## config.mk

```make
export PLATFORM = sky130hd
export DESIGN_NAME = button_conditioner
export DESIGN_NICKNAME = d
export VERILOG_FILES = /design/src/rtl/button_pkg.sv /design/src/rtl/button_channel.sv /design/src/rtl/button_conditioner.sv
export SDC_FILE = /design/constraint.sdc
export NUM_CORES = 1
export LEC_CHECK = 0
export ABC_AREA = 1
export BUFFER_PORTS_ARGS = -buffer_cell sky130_fd_sc_hd__buf_2
export CAP_MARGIN = 20
export CORE_MARGIN = 4
export CORE_UTILIZATION = 35
export DETAILED_ROUTE_END_ITERATION = 12
export PLACE_DENSITY_LB_ADDON = 0.25
export RECOVER_POWER = 100
export SLEW_MARGIN = 20
export SYNTH_ARGS = -nofsm -noshare
export SYNTH_HDL_FRONTEND = slang
export SYNTH_SLANG_ARGS = --single-unit
```

## constraint.sdc

```tcl
create_clock -name clk -period 2.11 [get_ports clk]
set_input_delay 0.5275 -clock clk [delete_from_list [all_inputs] [get_ports clk]]
set_output_delay 0.5275 -clock clk [all_outputs]
set_load 0.01 [all_outputs]
```

## src/rtl/button_pkg.sv

```systemverilog
// rtl/button_pkg.sv - shared FSM state type and counter sizing helpers for button_conditioner
package button_pkg;

    typedef enum logic [1:0] {
        ST_IDLE   = 2'd0,
        ST_HELD   = 2'd1,
        ST_REPEAT = 2'd2
    } btn_state_t;

    // Bits needed to hold 0..n-1, never less than one so n=1 still yields a legal vector.
    function automatic int cnt_width(input int n);
        return (n <= 1) ? 1 : $clog2(n);
    endfunction

    function automatic int max2(input int a, input int b);
        return (a > b) ? a : b;
    endfunction

endpackage

```

## src/rtl/button_channel.sv

```systemverilog
// rtl/button_channel.sv - one button lane: 2-FF sync, hysteretic debounce, press/release FSM
// Auto-repeat counter and REPEAT state are built only when BUTTON_REPEAT_EN is defined.
module button_channel
    import button_pkg::*;
#(
    parameter int DEB_SAMPLES  = 3,
    parameter int REPEAT_DELAY = 50,
    parameter int REPEAT_RATE  = 10
) (
    input  logic clk,
    input  logic rst,
    input  logic tick,
    input  logic btn_raw,
    output logic level,
    output logic press,
    output logic release_pulse
);

    localparam int DW = cnt_width(DEB_SAMPLES);
    localparam logic [DW-1:0] DEB_LAST = DW'(DEB_SAMPLES - 1);

    logic          sync_0;
    logic          sync_1;
    logic [DW-1:0] dcnt;
    logic          flip;
    btn_state_t    state;

    always_ff @(posedge clk or posedge rst) begin
        if (rst) begin
            sync_0 <= 1'b0;
            sync_1 <= 1'b0;
        end else begin
            sync_0 <= btn_raw;
            sync_1 <= sync_0;
        end
    end

    // flip marks the tick on which the debounced level changes; the FSM keys its pulses off it.
    assign flip = tick && (sync_1 != level) && (dcnt == DEB_LAST);

    always_ff @(posedge clk or posedge rst) begin
        if (rst) begin
            dcnt  <= '0;
            level <= 1'b0;
        end else if (tick) begin
            if (sync_1 == level) begin
                dcnt <= '0;
            end else if (dcnt == DEB_LAST) begin
                level <= sync_1;
                dcnt  <= '0;
            end else begin
                dcnt <= dcnt + DW'(1);
            end
        end
    end

`ifdef BUTTON_REPEAT_EN
    localparam int RW = cnt_width(max2(REPEAT_DELAY, REPEAT_RATE));
    localparam logic [RW-1:0] RD_LAST = RW'(REPEAT_DELAY - 1);
    localparam logic [RW-1:0] RR_LAST = RW'(REPEAT_RATE - 1);

    logic [RW-1:0] rcnt;

    always_ff @(posedge clk or posedge rst) begin
        if (rst) begin
            state         <= ST_IDLE;
            press         <= 1'b0;
            release_pulse <= 1'b0;
            rcnt          <= '0;
        end else begin
            press         <= 1'b0;
            release_pulse <= 1'b0;
            if (flip && !sync_1) begin
                state         <= ST_IDLE;
                release_pulse <= 1'b1;
                rcnt          <= '0;
            end else if (flip && sync_1) begin
                state <= ST_HELD;
                press <= 1'b1;
                rcnt  <= '0;
            end else if (tick) begin
                case (state)
                    ST_HELD: begin
                        if (rcnt == RD_LAST) begin
                            press <= 1'b1;
                            state <= ST_REPEAT;
                            rcnt  <= '0;
                        end else begin
                            rcnt <= rcnt + RW'(1);
                        end
                    end
                    ST_REPEAT: begin
                        if (rcnt == RR_LAST) begin
                            press <= 1'b1;
                            rcnt  <= '0;
                        end else begin
                            rcnt <= rcnt + RW'(1);
                        end
                    end
                    default: rcnt <= '0;
                endcase
            end
        end
    end
`else
    logic unused_repeat_cfg;
    assign unused_repeat_cfg = (REPEAT_DELAY + REPEAT_RATE) > 0;

    always_ff @(posedge clk or posedge rst) begin
        if (rst) begin
            state         <= ST_IDLE;
            press         <= 1'b0;
            release_pulse <= 1'b0;
        end else begin
            press         <= 1'b0;
            release_pulse <= 1'b0;
            if (flip && !sync_1) begin
                state         <= ST_IDLE;
                release_pulse <= 1'b1;
            end else if (flip && sync_1) begin
                state <= ST_HELD;
                press <= 1'b1;
            end
        end
    end
`endif

endmodule

```

## src/rtl/button_conditioner.sv

```systemverilog
// rtl/button_conditioner.sv - N-channel button front end: shared sample tick plus per-channel lanes
// Auto-repeat on held buttons is enabled by defining BUTTON_REPEAT_EN.
module button_conditioner
    import button_pkg::*;
#(
    parameter int N_CH         = 4,
    parameter int TICK_DIV     = 30000,
    parameter int DEB_SAMPLES  = 3,
    parameter int REPEAT_DELAY = 50,
    parameter int REPEAT_RATE  = 10
) (
    input  logic            clk,
    input  logic            rst,
    input  logic [N_CH-1:0] btn_in,
    output logic [N_CH-1:0] level_out,
    output logic [N_CH-1:0] press,
    // "release" is a reserved word, hence the suffix.
    output logic [N_CH-1:0] release_pulse,
    output logic            tick
);

    localparam int TW = cnt_width(TICK_DIV);
    localparam logic [TW-1:0] TICK_LAST = TW'(TICK_DIV - 1);

    logic [TW-1:0] tcnt;

    always_ff @(posedge clk or posedge rst) begin
        if (rst) begin
            tcnt <= '0;
        end else if (tcnt == TICK_LAST) begin
            tcnt <= '0;
        end else begin
            tcnt <= tcnt + TW'(1);
        end
    end

    assign tick = (tcnt == TICK_LAST);

    for (genvar i = 0; i < N_CH; i++) begin : g_ch
        button_channel #(
            .DEB_SAMPLES (DEB_SAMPLES),
            .REPEAT_DELAY(REPEAT_DELAY),
            .REPEAT_RATE (REPEAT_RATE)
        ) u_ch (
            .clk          (clk),
            .rst          (rst),
            .tick         (tick),
            .btn_raw      (btn_in[i]),
            .level        (level_out[i]),
            .press        (press[i]),
            .release_pulse(release_pulse[i])
        );
    end

endmodule

```

==> flow_metrics.env, run 1 <==
export IMPL_drt_total_wl_um=3395
export IMPL_die_w_um=85.31
export IMPL_setup_viol=0
export IMPL_initial_core_util_pct=37.08
export IMPL_drv_cap=0
export IMPL_drive_above_1_share_pct=8.989
export IMPL_die_h_um=85.31
export IMPL_synth_area_leaders="dfrtp_1, nand2_1, inv_1"
export IMPL_via_per_inst=4.280
export IMPL_hold_buffers=0
export IMPL_cts_sinks=43
export IMPL_min_period_ns=1.948
export IMPL_avgRoutedWirePerCell_um=10.01
export IMPL_syn_num_nets=260
export IMPL_syn_inst=253
export IMPL_cts_root_buf="clkbuf_8"
export IMPL_place_ws_ns=0.4774
export IMPL_grt_setup_unrepaired="no"
export IMPL_cp_start_kind="register"
export IMPL_cp_data_required_time_ns=1.58
export IMPL_ios=19
export IMPL_swShare_pct=23.01
export IMPL_cts_made_buffers=5
export IMPL_dpl_hpwl_um=2420
export IMPL_power_density_nw_per_um2=628.6
export IMPL_routed_via_count=1451
export IMPL_path_clk_slew_ns=0.09
export IMPL_drtIter0Drc=104
export IMPL_cts_tree="built"
export IMPL_power_mw=1.394
export IMPL_antenna_found_initial=0
export IMPL_dr_pass1_iters=4
export IMPL_postRouteAntennaNets=0
export IMPL_cp_max_fo=3
export IMPL_worstPathArrival_ns=1.42
export IMPL_core_area_um2=5642
export IMPL_mostFrequentLayoutCell="nand2_1"
export IMPL_synth_area_um2=2092
export IMPL_tightest_slew_ns=1.028
export IMPL_p_seq_share_pct=59.9
export IMPL_clkPwrFrac_pct=38.1
export IMPL_combPwrFrac_pct=2.0
export IMPL_maxSlewViolCount=0
export IMPL_gr_max_usage_layer="met2"
export IMPL_intPower_mw=1.074
export IMPL_placementRows=27
export IMPL_ir_drop_uv=359.8
export IMPL_grtUsageMet2_pct=15.82
export IMPL_route_detailed_drc=0
export IMPL_ys_types=22
export IMPL_clock_path_buffers=2
export IMPL_fin_worst_skew_ns=0.008335
export IMPL_grt_use_met1_pct=13.64
export IMPL_leakagePower_nw=1.118
export IMPL_setup_ws_ns=0.1621
export IMPL_worstSetupPathType="reg2out"
export IMPL_hold_path_class="in2reg"
export IMPL_hold_viol=0
export IMPL_grt_first_pass_wirelength_um=6058
export IMPL_status="completed"
export IMPL_fmax_mhz=513.4
export IMPL_port_buffers=18
export IMPL_synth_seq_cells=43
export IMPL_fin_nets=273
export IMPL_diodes=0
export IMPL_dieArea_um2=7278
export IMPL_maxSlewHeadroom_pct=31.49
export IMPL_first_global_vias=1370
export IMPL_grt_max_degree=44
export IMPL_gp_congestion=0.8275
export IMPL_grtUsageTotal_pct=10.44
export IMPL_yosysSeqAreaShare_pct=51.44
export IMPL_syn_to_final_growth_pct=6.041
export IMPL_clk_latency_ns=0.30
export IMPL_synth_top_area_share_pct=51.44
export IMPL_cts_setup_buffers=0
export IMPL_finalCritPeriodShare_pct=92.32
export IMPL_fin_setup_tns_ns=0
export IMPL_power_switching_uw=320.9
export IMPL_grtUsageMet3_pct=3.495
export IMPL_grt_overflow_total=0
export IMPL_end_kind="output pin"
export IMPL_ys_warn_count=0
export IMPL_layout_common_cells="nand2_1, dfrtp_1, inv_1"
export IMPL_cts_resized=0
export IMPL_yosys_area_top_type="dfrtp_1"
export IMPL_htreeDepth=2
export IMPL_post_synth_cell_area_avg_um2=8.269
==> routing by layer <==
layer	wire (um)	up-vias
li1	-	783
met4	59	0
met1	1769	638
met2	1410	22
met5	0	-
met3	156	8
==> final cells by class <==
type | instances | area (um2)
repair buffers | 20 | 85.08
flip-flops and latches | 43 | 1076
clock inverters | 3 | 25.02
fillers | 590 | 3423
inverters | 43 | 161.4
multi-input cells | 153 | 711.9
clock buffers | 5 | 68.82
well taps | 72 | 90.09
==> per-stage QoR <==
stage	std cells	instance area [um2]	util, %	hold WS (ns)
after global routing	339	2218	39.32	0.3016
after detailed placement	331	2177	38.59	0.3347
final	339	2218	39.32	0.3235
after global placement	331	2177	38.59	0.3318
after floorplan	253	2092	-	0.3312
after CTS	339	2271	40.25	0.3084
==> power groups by stage <==
stage	logic, mW	registers [mW]	clock network (mW)
6_report	0.0281	0.835	0.532
5_1_grt	0.0345	0.836	0.593
4_1_cts	0.0321	0.835	0.566
3_5_place_dp	0.0319	0.851	0
3_3_place_gp	0.0317	0.851	0
2_1_floorplan	0.0202	0.850	0
==> state kept, by name (all words and copies together) (netlist names) <==
name	flops
g_ch.u_ch.sync_0	4
tcnt	15
g_ch.u_ch.dcnt	8
g_ch.u_ch.release_pulse	4
g_ch.u_ch.sync_1	4
g_ch.u_ch.level	4
g_ch.u_ch.press	4
==> cells in the mapped netlist <==
library cell / instances
nor2_4: 3
nand3_1: 18
nand2_1: 54
xor2_1: 7
nor3_1: 5
inv_2: 2
nand3_4: 1
nand2_2: 2
and2_1: 2
buf_2: 1
nor2_1: 38
a21oi_1: 4
o21ai_0: 2
o21ai_1: 6
nor2_2: 3
buf_4: 12
nand4_1: 4
nand3_2: 3
inv_1: 41
dfrtp_1: 43
ha_1: 1
buf_8: 1
==> cells by family (layout without fill, tap and decap cells) <==
group	Yosys count	count (layout)	synth area share, %
compound gates	12	12	2.871
xor+xnor	7	7	2.931
buf+inv	57	71	12.98
fa+ha+maj	1	1	0.5980
flops	43	43	51.44
simple gates	133	133	29.19
==> critical path: stages, from the launching register on <==
cell and delay [ns]:
dfrtp_1 0.38, ha_1 0.19, nand2_1 0.11, nor2_4 0.11, nand2_1 0.09, nor2_4 0.11, buf_2 0.13
==> path summary, 6_finish.rpt <==
| kind | end | cells past startpoint | from | slack (ns) |
|---|---|---|---|---|
| worst min-delay path | g_ch[0].u_ch.sync_0$_DFF_PP0_ | 1 | btn_in[0] | 0.32 |
| min in group asynchronous | g_ch[3].u_ch.dcnt[0]$_DFFE_PP0N_ | 3 | rst | 0.53 |
| worst min register to register | g_ch[2].u_ch.sync_1$_DFF_PP0_ | 0 | g_ch[2].u_ch.sync_0$_DFF_PP0_ | 0.35 |
| max in group asynchronous | g_ch[2].u_ch.dcnt[0]$_DFFE_PP0N_ | 3 | rst | 0.95 |
| worst max register to register | g_ch[2].u_ch.level$_DFFE_PP0P_ | 9 | tcnt[0]$_DFF_PP0_ | 0.44 |
| worst max-delay path | tick | 6 | tcnt[0]$_DFF_PP0_ | 0.16 |
Power figures use the tool's default switching activity.
==> run 2, diff against run 1 <==
--- a/config.mk
+++ b/config.mk
@@ -16,4 +16,5 @@
 export SLEW_MARGIN = 20
 export SYNTH_ARGS = -nofsm -noshare
 export SYNTH_HDL_FRONTEND = slang
+export SYNTH_HIERARCHICAL = 1
 export SYNTH_SLANG_ARGS = --single-unit
==> flow_metrics.env, run 2 <==
export IMPL_synth_commonest_cells="nand2_1, dfrtp_1, inv_1"
export IMPL_synth_seq_cells=43
export IMPL_port_buffers=18
export IMPL_power_switching_uw=294.6
export IMPL_end_kind="output pin"
export IMPL_path_clk_slew_ns=0.08
export IMPL_r2r_end="g_ch[1].u_ch/level$_DFFE_PP0P_"
export IMPL_core_area_um2=5574
export IMPL_cts_resized=0
export IMPL_maxSlewViolCount=0
export IMPL_layout_common_cells="nand2_1, dfrtp_1, inv_1"
export IMPL_synth_xor_area_share_pct=1.292
export IMPL_cp_data_required_time_ns=1.58
export IMPL_yosys_area_top_type="dfrtp_1"
export IMPL_ys_types=18
export IMPL_min_period_ns=1.942
export IMPL_synth_edf_count=0
export IMPL_cts_setup_buffers=0
export IMPL_cp_max_fo=5
export IMPL_drv_cap=0
export IMPL_rr_worst_depth=9
export IMPL_syn_inst=253
export IMPL_ios=19
export IMPL_reg2reg_setup_slack_ns=0.33
export IMPL_post_synth_cell_area_avg_um2=8.036
export IMPL_drt_met1_wl_um=1684
export IMPL_maxSlewHeadroom_pct=62.53
export IMPL_finalCritPeriodShare_pct=92.03
export IMPL_post_synth_top_count_cell="nand2_1"
export IMPL_path_common_cell="nand3_2"
export IMPL_cts_made_buffers=5
export IMPL_ys_warn_count=6
export IMPL_synth_area_um2=2033
export IMPL_clkPwrFrac_pct=46.2
export IMPL_ys_flop_type="dfrtp_1"
export IMPL_fin_setup_tns_ns=0
export IMPL_power_density_nw_per_um2=690.6
export IMPL_mostFrequentLayoutCell="nand2_1"
export IMPL_cp_slowest_cell="dfrtp_1"
export IMPL_route_detailed_drc=0
export IMPL_initial_core_util_pct=36.48
export IMPL_top_layer_used="met4"
export IMPL_routed_via_count=1563
export IMPL_htreeDepth=2
export IMPL_dieArea_um2=7092
export IMPL_worstSetupPathType="reg2out"
export IMPL_syn_num_nets=260
export IMPL_fmax_mhz=515.0
export IMPL_drt_total_wl_um=3491
export IMPL_setup_viol=0
export IMPL_crit_start="tcnt[1]$_DFF_PP0_"
export IMPL_crit_reg2reg_launch="tcnt[1]$_DFF_PP0_"
export IMPL_die_h_um=84.22
export IMPL_p_seq_share_pct=52.1
export IMPL_intPower_mw=1.310
export IMPL_cts_sinks=43
export IMPL_drive_above_1_share_pct=11.39
export IMPL_ir_drop_uv=375.4
export IMPL_dr_wl_met2_um=1625
export IMPL_synth_compound_area_share_pct=2.462
export IMPL_synth_area_leaders="dfrtp_1, nand2_1, inv_1"
export IMPL_synth_top_area_share_pct=52.92
export IMPL_dr_pass1_iters=4
export IMPL_clock_path_buffers=2
export IMPL_tightest_slew_ns=0.5615
export IMPL_placementRows=27
export IMPL_met3_length_um=118
export IMPL_hold_viol=0
export IMPL_grt_setup_unrepaired="no"
export IMPL_synth_top_family_by_area="simple AND/OR/NAND/NOR gates"
export IMPL_hold_buffers=0
export IMPL_swShare_pct=18.36
export IMPL_synth_simple_gate_area_share_pct=32.92
export IMPL_power_mw=1.605
export IMPL_cts_root_buf="clkbuf_8"
export IMPL_leakagePower_nw=1.238
export IMPL_yosysSeqAreaShare_pct=52.92
export IMPL_postRouteAntennaNets=0
export IMPL_synth_fa_ha_area_share_pct=0.6154
export IMPL_combPwrFrac_pct=1.7
export IMPL_critical_path_buf_inv_count=2
export IMPL_drtIter0Drc=101
export IMPL_largest_reg_flops=15
export IMPL_async_flop_share_pct=100.0
export IMPL_die_w_um=84.22
export IMPL_first_global_vias=1500
export IMPL_regMostFlops="tcnt"
export IMPL_grt_overflow_total=0
export IMPL_syn_to_final_growth_pct=14.28
export IMPL_path_cells="ha_4 -> nand3_2 -> nor2_2 -> nand3_2 -> inv_2 -> clkbuf_2"
export IMPL_gp_congestion=0.8441
export IMPL_worstPathArrival_ns=1.41
export IMPL_cts_tree="built"
export IMPL_status="completed"
export IMPL_clk_latency_ns=0.29
export IMPL_via_per_inst=4.428
export IMPL_grtUsageTotal_pct=11.02
export IMPL_antenna_found_initial=0
export IMPL_cp_start_kind="register"
export IMPL_avgRoutedWirePerCell_um=9.890
export IMPL_dpl_hpwl_um=2735
export IMPL_critPathMaxStageDelay_ns=0.40
export IMPL_grt_first_pass_wirelength_um=6444
export IMPL_yosys_mux_area_fraction_pct=0
export IMPL_path_delay_family="flip-flops"
export IMPL_hold_path_class="in2async"
export IMPL_fin_nets=287
export IMPL_grt_max_degree=16
export IMPL_reg_top3="tcnt (15), g_ch.u_ch/dcnt (8)"
export IMPL_fin_worst_skew_ns=0.008785
export IMPL_diodes=0
run 2: cell count changes after synthesis, sizes merged, moves of 4 or more:
| cell | delta |
|---|---|
| o21ai | -4 |
| nand4 | +9 |
| xor2 | -4 |
| buf | -14 |
| o21bai | +4 |
| clkinv | +4 |
| inv | +6 |
| nor3 | -5 |
| nand2 | +14 |
| a21oi | -4 |
run 2: logic make-up (layout without fill, tap and decap cells):
group	after synthesis	in the layout
XOR/XNOR	3	3
AO/OA/AOI/OAI	8	8
adder cells (fa/ha/maj)	1	1
flip-flops	43	43
buffers and inverters	53	81
AND/OR/NAND/NOR	145	145
run 2: cell type report:
type | count | area, um2
timing repair buffer | 20 | 85.08
sequential | 43 | 1076
clock buffer | 6 | 72.57
clock inverter | 2 | 60.06
inverter | 53 | 198.9
multi-input combinational | 157 | 740.7
tap | 72 | 90.09
fill | 585 | 3251
run 2: worst reg2reg max path, cell delays in order (launching register included):
cell and delay [ns]:
dfrtp_1 0.40, ha_4 0.16, nand3_2 0.10, nor2_2 0.13
nand3_2 0.11, inv_2 0.10, clkbuf_1 0.34, nand3_1 0.12
o21bai_1 0.14, nand2_1 0.07
run 2: per-stage QoR:
step / setup WS, ns / std cells / hold WS, ns / utilization, % / area, um2
finish: 0.1682 / 353 / 0.2121 / 41.68 / 2323
global route: 0.03093 / 353 / 0.2581 / 41.68 / 2323
detailed placement: 0.3836 / 345 / 0.3373 / 39.98 / 2228
CTS: 0.04925 / 353 / 0.1933 / 42.36 / 2361
floorplan: 0.4224 / 253 / 0.3309 / - / 2033
global placement: 0.4171 / 345 / 0.3337 / 39.98 / 2228
run 2: power groups by stage:
stage               Sequential [mW]  Clock, mW  Combinational (mW)
floorplan                     0.852          0              0.0189
global placement              0.853          0              0.0302
detailed placement            0.853          0              0.0308
CTS                           0.836      0.771              0.0306
global route                  0.836      0.807              0.0353
finish                        0.836      0.741              0.0280
run 2: per-layer routing:
metal	GRT usage [%]	vias to the layer above
met3	2.846	6
met2	18.15	19
met4	4.386	0
li1	-	819
met5	0	-
met1	13.82	719
run 2: how the worst max path moves through the flow:
| stage | to | cells past startpoint |
|---|---|---|
| global placement | tick | 6 |
| CTS | tick | 6 |
| finish | tick | 6 |
| global route | tick | 6 |
| detailed placement | tick | 6 |
| floorplan | tick | 5 |
==> run 3, diff against run 2 <==
--- a/config.mk
+++ b/config.mk
@@ -9,10 +9,10 @@
 export BUFFER_PORTS_ARGS = -buffer_cell sky130_fd_sc_hd__buf_2
 export CAP_MARGIN = 20
 export CORE_MARGIN = 4
-export CORE_UTILIZATION = 35
+export CORE_UTILIZATION = 40
 export DETAILED_ROUTE_END_ITERATION = 12
 export PLACE_DENSITY_LB_ADDON = 0.25
-export RECOVER_POWER = 100
+export REMOVE_ABC_BUFFERS = 1
 export SLEW_MARGIN = 20
 export SYNTH_ARGS = -nofsm -noshare
 export SYNTH_HDL_FRONTEND = slang
==> flow_metrics.env, run 3 (synthesis gave the netlist of run 2 again) <==
export IMPL_drtIter0Drc=90
export IMPL_dieArea_um2=6288
export IMPL_antenna_found_initial=0
export IMPL_placed_cells=339
export IMPL_cts_tree="built"
export IMPL_ios=19
export IMPL_min_period_ns=2.017
export IMPL_fmax_mhz=495.7
export IMPL_fillers=487
export IMPL_drt_total_wl_um=3426
export IMPL_routed_via_count=1546
export IMPL_ir_drop_uv=400.7
export IMPL_reg2reg_setup_slack_ns=0.38
export IMPL_leakagePower_nw=1.272
export IMPL_tightest_slew_ns=0.5603
export IMPL_cts_root_buf="clkbuf_8"
export IMPL_ff_latch_area_um2=1076
export IMPL_diodes=0
export IMPL_first_global_vias=1412
export IMPL_hold_viol=0
export IMPL_finalCritPeriodShare_pct=95.61
export IMPL_drv_cap=0
export IMPL_maxSlewHeadroom_pct=62.61
export IMPL_maxSlewViolCount=0
export IMPL_worstPathArrival_ns=1.49
export IMPL_multi_input_area_um2=765.7
export IMPL_fin_worst_skew_ns=0.005037
export IMPL_die_w_um=79.30
export IMPL_power_density_nw_per_um2=590.4
export IMPL_fin_nets=286
export IMPL_placementRows=25
export IMPL_cts_made_buffers=5
export IMPL_dpl_hpwl_um=2587
export IMPL_grtUsageTotal_pct=12.15
export IMPL_reg_top3="tcnt (15), g_ch.u_ch/dcnt (8)"
export IMPL_grt_overflow_total=0
export IMPL_cts_resized=0
export IMPL_mostFrequentLayoutCell="nand2_1"
export IMPL_layout_common_cells="nand2_1, dfrtp_1, inv_1"
export IMPL_route_detailed_drc=0
export IMPL_cp_max_fo=5
export IMPL_largest_reg_flops=15
export IMPL_end_kind="output pin"
export IMPL_hold_path_class="in2async"
export IMPL_cts_setup_buffers=0
export IMPL_postRouteAntennaNets=0
export IMPL_clock_path_buffers=2
export IMPL_htreeDepth=2
export IMPL_setup_viol=0
export IMPL_hold_buffers=0
export IMPL_grt_max_degree=25
export IMPL_cts_sinks=43
export IMPL_initial_core_util_pct=42.21
export IMPL_dr_pass1_iters=6
export IMPL_hold_ws_ns=0.1928
export IMPL_worstSetupPathType="reg2out"
export IMPL_avgRoutedWirePerCell_um=9.873
export IMPL_power_mw=1.360
export IMPL_final_cells=347
export IMPL_die_h_um=79.30
export IMPL_port_buffers=18
export IMPL_rr_worst_depth=9
export IMPL_status="completed"
export IMPL_core_area_um2=4817
export IMPL_regMostFlops="tcnt"
export IMPL_cp_start_kind="register"
export IMPL_path_clk_slew_ns=0.08
export IMPL_cp_data_required_time_ns=1.58
export IMPL_gp_congestion=0.8653
export IMPL_drive_above_1_share_pct=17.86
export IMPL_crit_reg2reg_launch="tcnt[0]$_DFF_PP0_"
export IMPL_fin_util_pct=47.82
export IMPL_r2r_end="g_ch[0].u_ch/level$_DFFE_PP0P_"
export IMPL_clk_latency_ns=0.29
export IMPL_grt_first_pass_wirelength_um=5975
export IMPL_via_per_inst=4.455
export IMPL_syn_to_final_growth_pct=13.29
[run 3: changes by cell type in the layout (fill, tap and decap cells not counted), moves of 2 or more]
cell       before  now
nand2_1        66   64
clkbuf_1       15    2
nand4_2         0    4
nand4_1        13    9
bufinv_16       2    0
buf_2           4   18
nand2_2         4    6
[run 3: critical path, cell delays in order, from the launching register on]
cell and delay (ns):
dfrtp_1 0.37, ha_1 0.23, nand3_2 0.13, nor2_2 0.14
nand3_2 0.13, inv_2 0.09, buf_2 0.13
[run 3: layer usage]
| metal | track usage (%) | share of wire (%) |
|---|---|---|
| met5 | 0 | 0 |
| met4 | 6.529 | 1.3 |
| met3 | 3.515 | 3.5 |
| met2 | 18.43 | 46 |
| met1 | 15.60 | 49 |
[run 3: where the power goes]
group / total (mW) / internal (mW) / switching (mW)
registers: 0.836 / 0.831 / 0.00523
logic: 0.0280 / 0.00634 / 0.0216
clock network: 0.496 / 0.232 / 0.263
total: 1.36 / 1.07 / 0.290
[run 3: metrics by stage]
step	TNS [ns]	setup WS, ns	area (um2)
global route	-0.05387	-0.05387	2303
finish	0	0.09272	2303
global placement	0	0.4286	2215
CTS	0	0.06053	2296
detailed placement	0	0.3701	2215
floorplan	0	0.4224	2033
[run 3: worst max-delay path by stage]
stage,slack [ns],start,end,cells after the start
after floorplan,0.42,tcnt[0]$_DFF_PP0_,tick,5
after global placement,0.43,tcnt[0]$_DFF_PP0_,g_ch[2].u_ch/level$_DFFE_PP0P_,9
after detailed placement,0.37,tcnt[0]$_DFF_PP0_,g_ch[0].u_ch/level$_DFFE_PP0P_,9
after CTS,0.06,tcnt[0]$_DFF_PP0_,tick,6
after global routing,-0.05,tcnt[0]$_DFF_PP0_,tick,6
final,0.09,tcnt[0]$_DFF_PP0_,tick,6
[run 3: cell type report]
type | count | area share [%]
Timing Repair Buffer | 19 | 4.237
Multi-Input combinational cell | 157 | 33.24
Sequential cell | 43 | 46.71
Clock inverter | 1 | 0.2173
Inverter | 53 | 8.637
Clock buffer | 7 | 3.313
Tap cell | 67 | 3.639
